[config.mk]
export PLATFORM = sky130hd
export DESIGN_NAME = otter_mem_arbiter
export DESIGN_NICKNAME = d
export VERILOG_FILES = /design/src/rtl/otter_mem_arbiter.sv
export SDC_FILE = /design/constraint.sdc
export NUM_CORES = 1
export LEC_CHECK = 0
export ABC_AREA = 1
export BUFFER_PORTS_ARGS = -buffer_cell sky130_fd_sc_hd__buf_2
export CAP_MARGIN = 20
export CORE_UTILIZATION = 35
export CTS_BUF_LIST = sky130_fd_sc_hd__clkbuf_4 sky130_fd_sc_hd__clkbuf_8
export CTS_CLUSTER_SIZE = 14
export DETAILED_ROUTE_END_ITERATION = 10
export PLACE_DENSITY = 0.66
export SLEW_MARGIN = 20
export SYNTH_ARGS = -nofsm -noshare
export SYNTH_HDL_FRONTEND = slang
export SYNTH_SLANG_ARGS = --single-unit
[constraint.sdc]
create_clock -name CLK -period 3.65 [get_ports CLK]
set_input_delay 0.5475 -clock CLK [delete_from_list [all_inputs] [get_ports CLK]]
set_output_delay 0.5475 -clock CLK [all_outputs]
set_load 0.005 [all_outputs]
[src/rtl/otter_mem_arbiter.sv]
// Shares one single-ported memory bus between OTTER instruction fetch and load/store.
// Define OTTER_MEM_ARB_RR_EN for round-robin tie-breaking in IDLE (default: MEM beats IF).
module otter_mem_arbiter #(
    parameter int unsigned TIMEOUT  = 255,
    parameter logic [31:0] ERR_DATA = 32'hDEADBEEF
) (
    input  logic        CLK,
    input  logic        RST,
    input  logic        IF_REQ,
    input  logic [31:0] IF_ADDR,
    output logic [31:0] IF_DATA,
    output logic        IF_DONE,
    input  logic        MEM_READ_2,
    input  logic        MEM_WRITE,
    input  logic [31:0] MEM_ADDR,
    input  logic [31:0] MEM_WDATA,
    input  logic [1:0]  SIZE,
    input  logic        SIGN,
    output logic [31:0] MEM_DATA,
    output logic        MEM_DONE,
    output logic        BUS_REQ,
    output logic        BUS_WE,
    output logic [31:0] BUS_ADDR,
    output logic [31:0] BUS_WDATA,
    output logic [1:0]  BUS_SIZE,
    output logic        BUS_SIGN,
    input  logic        BUS_ACK,
    input  logic [31:0] BUS_RDATA,
    output logic        STALL,
    output logic        ERR
);
    localparam int CW = (TIMEOUT > 1) ? $clog2(TIMEOUT + 1) : 1;

    typedef enum logic [1:0] {IDLE, GNT_IF, GNT_MEM, RESP} state_t;

    state_t          state_q, state_d;
    logic            bus_req_q, bus_req_d;
    logic            bus_we_q, bus_we_d;
    logic [31:0]     bus_addr_q, bus_addr_d;
    logic [31:0]     bus_wdata_q, bus_wdata_d;
    logic [1:0]      bus_size_q, bus_size_d;
    logic            bus_sign_q, bus_sign_d;
    logic [31:0]     if_data_q, if_data_d;
    logic [31:0]     mem_data_q, mem_data_d;
    logic            if_done_q, if_done_d;
    logic            mem_done_q, mem_done_d;
    logic            err_q, err_d;
    logic [CW-1:0]   cnt_q, cnt_d;
    logic            served_mem_q, served_mem_d;
`ifdef OTTER_MEM_ARB_RR_EN
    logic            last_mem_q, last_mem_d;
`endif

    logic mem_req;
    logic grant_if;
    logic grant_mem;
    logic timeout_hit;
    logic done_now;
    logic [31:0] done_data;

    assign mem_req = MEM_READ_2 | MEM_WRITE;
    // The counter holds the number of wait cycles already spent, so the TIMEOUT-th cycle aborts.
    assign timeout_hit = (TIMEOUT != 0) && (32'(cnt_q) == TIMEOUT - 32'd1);

    always_comb begin
        state_d      = state_q;
        bus_req_d    = bus_req_q;
        bus_we_d     = bus_we_q;
        bus_addr_d   = bus_addr_q;
        bus_wdata_d  = bus_wdata_q;
        bus_size_d   = bus_size_q;
        bus_sign_d   = bus_sign_q;
        if_data_d    = if_data_q;
        mem_data_d   = mem_data_q;
        if_done_d    = 1'b0;
        mem_done_d   = 1'b0;
        err_d        = err_q;
        cnt_d        = cnt_q;
        served_mem_d = served_mem_q;
        grant_if     = 1'b0;
        grant_mem    = 1'b0;
        done_now     = 1'b0;
        done_data    = BUS_RDATA;
`ifdef OTTER_MEM_ARB_RR_EN
        last_mem_d   = last_mem_q;
`endif

        case (state_q)
            IDLE: begin
                if (mem_req && IF_REQ) begin
`ifdef OTTER_MEM_ARB_RR_EN
                    grant_if  = last_mem_q;
                    grant_mem = ~last_mem_q;
`else
                    grant_mem = 1'b1;
`endif
                end else if (mem_req) begin
                    grant_mem = 1'b1;
                end else if (IF_REQ) begin
                    grant_if = 1'b1;
                end
`ifdef OTTER_MEM_ARB_RR_EN
                if (grant_if || grant_mem) begin
                    last_mem_d = grant_mem;
                end
`endif
            end
            GNT_IF, GNT_MEM: begin
                cnt_d = cnt_q + CW'(1);
                if (BUS_ACK) begin
                    done_now = 1'b1;
                end else if (timeout_hit) begin
                    done_now  = 1'b1;
                    done_data = ERR_DATA;
                    err_d     = 1'b1;
                end
                if (done_now) begin
                    bus_req_d = 1'b0;
                    state_d   = RESP;
                    if (state_q == GNT_IF) begin
                        if_data_d = done_data;
                        if_done_d = 1'b1;
                    end else begin
                        if (!bus_we_q) begin
                            mem_data_d = done_data;
                        end
                        mem_done_d = 1'b1;
                    end
                end
            end
            RESP: begin
                cnt_d   = '0;
                state_d = IDLE;
                // The requester just served still holds its request this cycle; only hand over to the other.
                if (served_mem_q && IF_REQ) begin
                    grant_if = 1'b1;
                end else if (!served_mem_q && mem_req) begin
                    grant_mem = 1'b1;
                end
            end
            default: state_d = IDLE;
        endcase

        if (grant_mem) begin
            state_d      = GNT_MEM;
            bus_req_d    = 1'b1;
            bus_we_d     = MEM_WRITE;
            bus_addr_d   = MEM_ADDR;
            bus_wdata_d  = MEM_WDATA;
            bus_size_d   = SIZE;
            bus_sign_d   = SIGN;
            served_mem_d = 1'b1;
            cnt_d        = '0;
        end else if (grant_if) begin
            state_d      = GNT_IF;
            bus_req_d    = 1'b1;
            bus_we_d     = 1'b0;
            bus_addr_d   = IF_ADDR;
            bus_wdata_d  = '0;
            bus_size_d   = 2'b10;
            bus_sign_d   = 1'b0;
            served_mem_d = 1'b0;
            cnt_d        = '0;
        end
    end

    always_ff @(posedge CLK) begin
        if (RST) begin
            state_q      <= IDLE;
            bus_req_q    <= 1'b0;
            bus_we_q     <= 1'b0;
            bus_addr_q   <= '0;
            bus_wdata_q  <= '0;
            bus_size_q   <= '0;
            bus_sign_q   <= 1'b0;
            if_data_q    <= '0;
            mem_data_q   <= '0;
            if_done_q    <= 1'b0;
            mem_done_q   <= 1'b0;
            err_q        <= 1'b0;
            cnt_q        <= '0;
            served_mem_q <= 1'b0;
`ifdef OTTER_MEM_ARB_RR_EN
            last_mem_q   <= 1'b0;
`endif
        end else begin
            state_q      <= state_d;
            bus_req_q    <= bus_req_d;
            bus_we_q     <= bus_we_d;
            bus_addr_q   <= bus_addr_d;
            bus_wdata_q  <= bus_wdata_d;
            bus_size_q   <= bus_size_d;
            bus_sign_q   <= bus_sign_d;
            if_data_q    <= if_data_d;
            mem_data_q   <= mem_data_d;
            if_done_q    <= if_done_d;
            mem_done_q   <= mem_done_d;
            err_q        <= err_d;
            cnt_q        <= cnt_d;
            served_mem_q <= served_mem_d;
`ifdef OTTER_MEM_ARB_RR_EN
            last_mem_q   <= last_mem_d;
`endif
        end
    end

    assign BUS_REQ   = bus_req_q;
    assign BUS_WE    = bus_we_q;
    assign BUS_ADDR  = bus_addr_q;
    assign BUS_WDATA = bus_wdata_q;
    assign BUS_SIZE  = bus_size_q;
    assign BUS_SIGN  = bus_sign_q;
    assign IF_DATA   = if_data_q;
    assign IF_DONE   = if_done_q;
    assign MEM_DATA  = mem_data_q;
    assign MEM_DONE  = mem_done_q;
    assign ERR       = err_q;
    assign STALL     = (IF_REQ & ~if_done_q) | (mem_req & ~mem_done_q);
endmodule

# After elaboration in Yosys (flattened, before gate mapping)
# Index checks and enable logic that the tools add are counted.
# totals
ff_bits	147
inputBits	137
output_inout_bits	137
# classes
addsub	1
n_eq_ne	6
muxes	36
bitwise	11
reduce_logical	21
# op_table
operator	n
$mux W32	6
$mux W1	21
$pmux W8 S2	1
$mux W2	5
$reduce_bool A3 Y1	3
$add A8 B1 Y8 const B	1
$eq A8 B8 Y1 const B	1
$not A1 Y1	7
$reduce_and A2 Y1	3
$reduce_and A3 Y1	2
$reduce_or A3 Y1	2
$eq A2 B2 Y1 const B	2
$ne A4 B4 Y1 const B	1
$pmux W1 S2	2
$pmux W2 S2	1
$reduce_and A4 Y1	1
$reduce_bool A2 Y1	2
$reduce_bool A4 Y1	1
$reduce_or A2 Y1	2
$logic_and A1 B1 Y1	3
$ne A3 B3 Y1 const B	1
$and A1 B1 Y1	2
$eq A2 B1 Y1 const B	1
$logic_not A2 Y1	1
2 further kinds	3

# Depth between registers and ports, before layout
# logic_depth
ltp_word	8
depth_mapped	11
ltp_nobuf	11

# Worst setup path before layout
# Ideal clock, no wire load.
# synth_timing
kind	reg2reg
start	register state_q[0]
end	register bus_sign_q (netlist: BUS_SIGN)
setup_ns	0.059
arrival_ns	1.590
t_required_ns	3.591
path_slack_ns	2.001
stages_incl_launch_ff	10
n_path_buf	2
period_less_slack_ns	1.649
cell_sequence	dfxtp_1 -> inv_1 -> ha_1 -> inv_2 -> nand3_1 -> inv_1 -> buf_2 -> buf_2 -> nand3_1 -> nand2_1
# synth_between
elab_chain_len	3
word_cells_on_any_way	6
# synth_rtl
item	line	rtl
start, declared	36	state_t state_q, state_d;
start signal, assigned	187	state_q <= state_d;
$eq A2 B2 Y1 or $logic_not A2 Y1 (tied branches)	88	case (state_q)
$pmux W1 S2	88	
$mux W1 or $reduce_bool A2 Y1 (tied branches)	n/a	
end signal, assigned	193	bus_sign_q <= bus_sign_d;
end, declared	42	logic bus_sign_q, bus_sign_d;
# Parallel ways exist; a longest one is shown, timed or not.
# A chain may end at the register's enable or synchronous reset.

# Worst setup path in the final report
# layout_timing
start	register state_q[0]
end	register bus_addr_q[23] (netlist: BUS_ADDR[23])
# layout_between
elab_chain_len	3
word_cells_on_any_way	6
# layout_rtl
item	line	rtl
$eq A2 B2 Y1 or $logic_not A2 Y1 (tied branches)	88	
$pmux W1 S2	88	
$mux W32 or $reduce_bool A2 Y1 (tied branches)	n/a	
end signal, assigned	190	bus_addr_q <= bus_addr_d;
end, declared	39	logic [31:0] bus_addr_q, bus_addr_d;
# Parallel ways exist; a longest one is shown, timed or not.

==> impl_metrics.py <==
metrics = {
    "clock_tree": {
        "cts_setup_buffers": 0,
        "clk_latency_ns": 0.44,
        "cts_buffer_depth": 2,
        "cts_tree": "done",
        "cts_inserted_buffers": 17,
        "cts.repair.resized": 0,
        "cts_hold_buf": 0,
        "htreeDepth": 4,
        "cts-root-buf": "clkbuf_8",
        "clock_sinks": 147,
        "clk_pin_slew_worst_paths_ns": 0.08,
    },
    "die": {
        "rows": 47,
        "coreArea_mm2": 0.0168,
        "initial_core_util": 0.362,
        "dieArea_mm2": 0.0179,
        "io_pins": 274,
        "die_y_um": 134,
        "die_x_um": 134,
    },
    "timing": {
        "finClkSkew_ns": 0.00967,
        "rsz0062_at_grt": "no",
        "fmax_ghz": 0.379,
        "fin_crit_ns": 2.64,
        "hold_slack_ns": 0.326,
        "hold_viol_final": 0,
        "relSlewSlack": 0.303,
        "period_share": 0.723,
        "final-max-slew-violation-count": 0,
        "tightest_slew_ns": 1.04,
        "final.setup.tns_ns": 0,
        "setup_viol": 0,
    },
    "critical_path": {
        "path_class": "flop to flop",
        "critPathMaxFanout": 32,
        "required_ns": 4.03,
        "cp.arrival_ns": 3.02,
        "start_kind": "flop",
        "crit_path_end_kind": "flop",
    },
    "synthesis": {
        "async_reset_ff_frac": 0,
        "synth_top_family_by_area": "simple AND/OR/NAND/NOR gates",
        "synth-seq-cells": 147,
        "syn_avg_cell_area_um2": 7.00,
        "synth_compound_area_frac": 0.0529,
        "synth-edff-count": 0,
        "synth_adder_area_share": 0.0124,
        "ys.flop_type": "dfxtp_1",
        "synth.yosys.warnings": 0,
        "synth_top_area_cell": "dfxtp_1",
        "synthTopCellsByCount": "nand2_1 (432), dfxtp_1 (147), inv_1 (64), a21oi_1 (62), nand3_1 (42)",
        "synth_cell_types": 25,
        "synth.most_common_cell": "nand2_1",
        "synthSimpleGateAreaFrac": 0.351,
        "muxShareOfSynthArea": 0,
        "synth_top_area_frac": 0.485,
        "netlist_area_mm2": 0.00607,
        "synth_area_leaders": "dfxtp_1 (48%), nand2_1 (27%), a21oi_1 (5.1%)",
        "synth-xor-area-share": 0.00865,
        "syn_nets": 1011,
        "ys_seq_area_frac": 0.485,
        "syn_inst": 868,
    },
    "cells_and_area": {
        "multiInputGateArea_mm2": 0.00258,
        "post-route-util": 0.472,
        "register_area_mm2": 0.00294,
        "finalNonFillerCells": 1350,
        "stdcell_area_mm2": 0.00791,
        "drive_gt1_frac": 0.288,
        "diodes": 0,
        "area_delta_synth_final_pct": 30.2,
        "num-fill-cells": 1701,
        "fin_nets": 1261,
    },
    "grt": {
        "antenna_found_initial": 0,
        "overflow": 0,
        "grt_max_degree": 62,
        "grt_util_met1": 0.230,
        "grt_pass1_wl_mm": 27.2,
        "busiest_layer": "met2",
        "grtUsageTotal": 0.192,
        "use_met2": 0.321,
        "use_met3": 0.0689,
        "first_global_vias": 5431,
    },
    "flow_run": {
        "cap_violations": 0,
    },
    "drt": {
        "drt-pass1-iter-count": 4,
        "postRouteWirelength_mm": 17.4,
        "wl_per_cell_um": 12.9,
        "drc": 0,
        "viasPerCell": 4.49,
        "postRouteAntennaNets": 0,
        "num_vias": 6056,
        "drt_iter0_drc": 229,
    },
    "place": {
        "place.gp.congestion": 0.804,
        "dp_hpwl_mm": 12.3,
        "dpl.cell_count": 1319,
        "portBuffers": 273,
        "placed_area_mm2": 0.00749,
    },
    "power": {
        "power_density_mw_per_mm2": 741,
        "ir_drop_mv": 0.333,
        "total_leakage_power_uw": 0.00439,
    },
    "worst_hold_path": {
        "hold_path_class": "input pin to flop",
    },
    "status": {
        "status": "finished, final reports clean",
    },
}
## path summary, 6_finish.rpt
kind | startpoint | end | slack, ns | cells past startpoint
max | state_q[0]$_SDFFE_PP0P_ | BUS_ADDR[23]$_SDFFE_PP0P_ | 1.01 | 9
max reg2reg | state_q[0]$_SDFFE_PP0P_ | BUS_ADDR[23]$_SDFFE_PP0P_ | 1.01 | 9
min | MEM_WDATA[3] | BUS_WDATA[3]$_SDFFE_PP0P_ | 0.33 | 3
min reg2reg | BUS_WDATA[29]$_SDFFE_PP0P_ | BUS_WDATA[29]$_SDFFE_PP0P_ | 0.44 | 2
## per-stage QoR
| stage | setup slack (ns) | power [µW] |
|---|---|---|
| detailed placement | 1.03 | 4590 |
| floorplan | 2.00 | 3830 |
| CTS | 1.00 | 5950 |
| global route | 0.766 | 6340 |
| global placement | 1.06 | 4530 |
| finish | 1.01 | 5860 |
## placed cells by master, fill, tap and decap left out, drive strengths merged, types with 3 or more instances in the layout
master and count:
nor3 8, dfxtp 147, nand2 437, nand3 45
ha 6, clkbuf 22, bufinv 3, clkinv 4
inv 68, nand4 8, nor2 31, xor2 4
buf 279, a21oi 62
## flip-flops by register name, indices dropped and copies added (netlist names)
name	cells
BUS_SIGN	1
IF_DATA	32
BUS_WDATA	32
served_mem_q	1
cnt_q	8
BUS_WE	1
BUS_ADDR	32
BUS_SIZE	2
IF_DONE	1
BUS_REQ	1
MEM_DONE	1
ERR	1
MEM_DATA	32
state_q	2
## worst max-delay path, cell delays in order, from the launching register on
cell	delay, ns
dfxtp_1	0.36
inv_1	0.08
ha_1	0.52
inv_2	0.13
nand3_1	0.21
nand2_2	0.19
nand2_1	0.08
inv_1	0.75
nand2_1	0.13
nand2_1	0.09
## cells by family after synthesis
kind of cell,count (synthesis)
simple gates,529
flops,147
buf+inv,116
compound gates,64
xor+xnor,6
fa+ha+maj,6
## cell type report
| cell class | instances | share of cell area |
|---|---|---|
| inverters | 68 | 0.0324 |
| multi-input cells | 605 | 0.327 |
| well taps | 220 | 0.0348 |
| clock inverters | 9 | 0.0163 |
| clock buffers | 22 | 0.0359 |
| repair buffers | 279 | 0.182 |
| flip-flops and latches | 147 | 0.372 |
## per-layer routing
| layer | part of all wire | vias to the layer above |
|---|---|---|
| met5 | 0 | - |
| met4 | 0.011 | 0 |
| met1 | 0.44 | 2663 |
| li1 | - | 3154 |
| met3 | 0.086 | 17 |
| met2 | 0.47 | 222 |
## power by group
group          internal [µW]  switching (µW)
Clock                    731             608
Sequential              2020             200
Combinational            819            1480
Total                   3570            2290
Power figures use the tool's default switching activity.
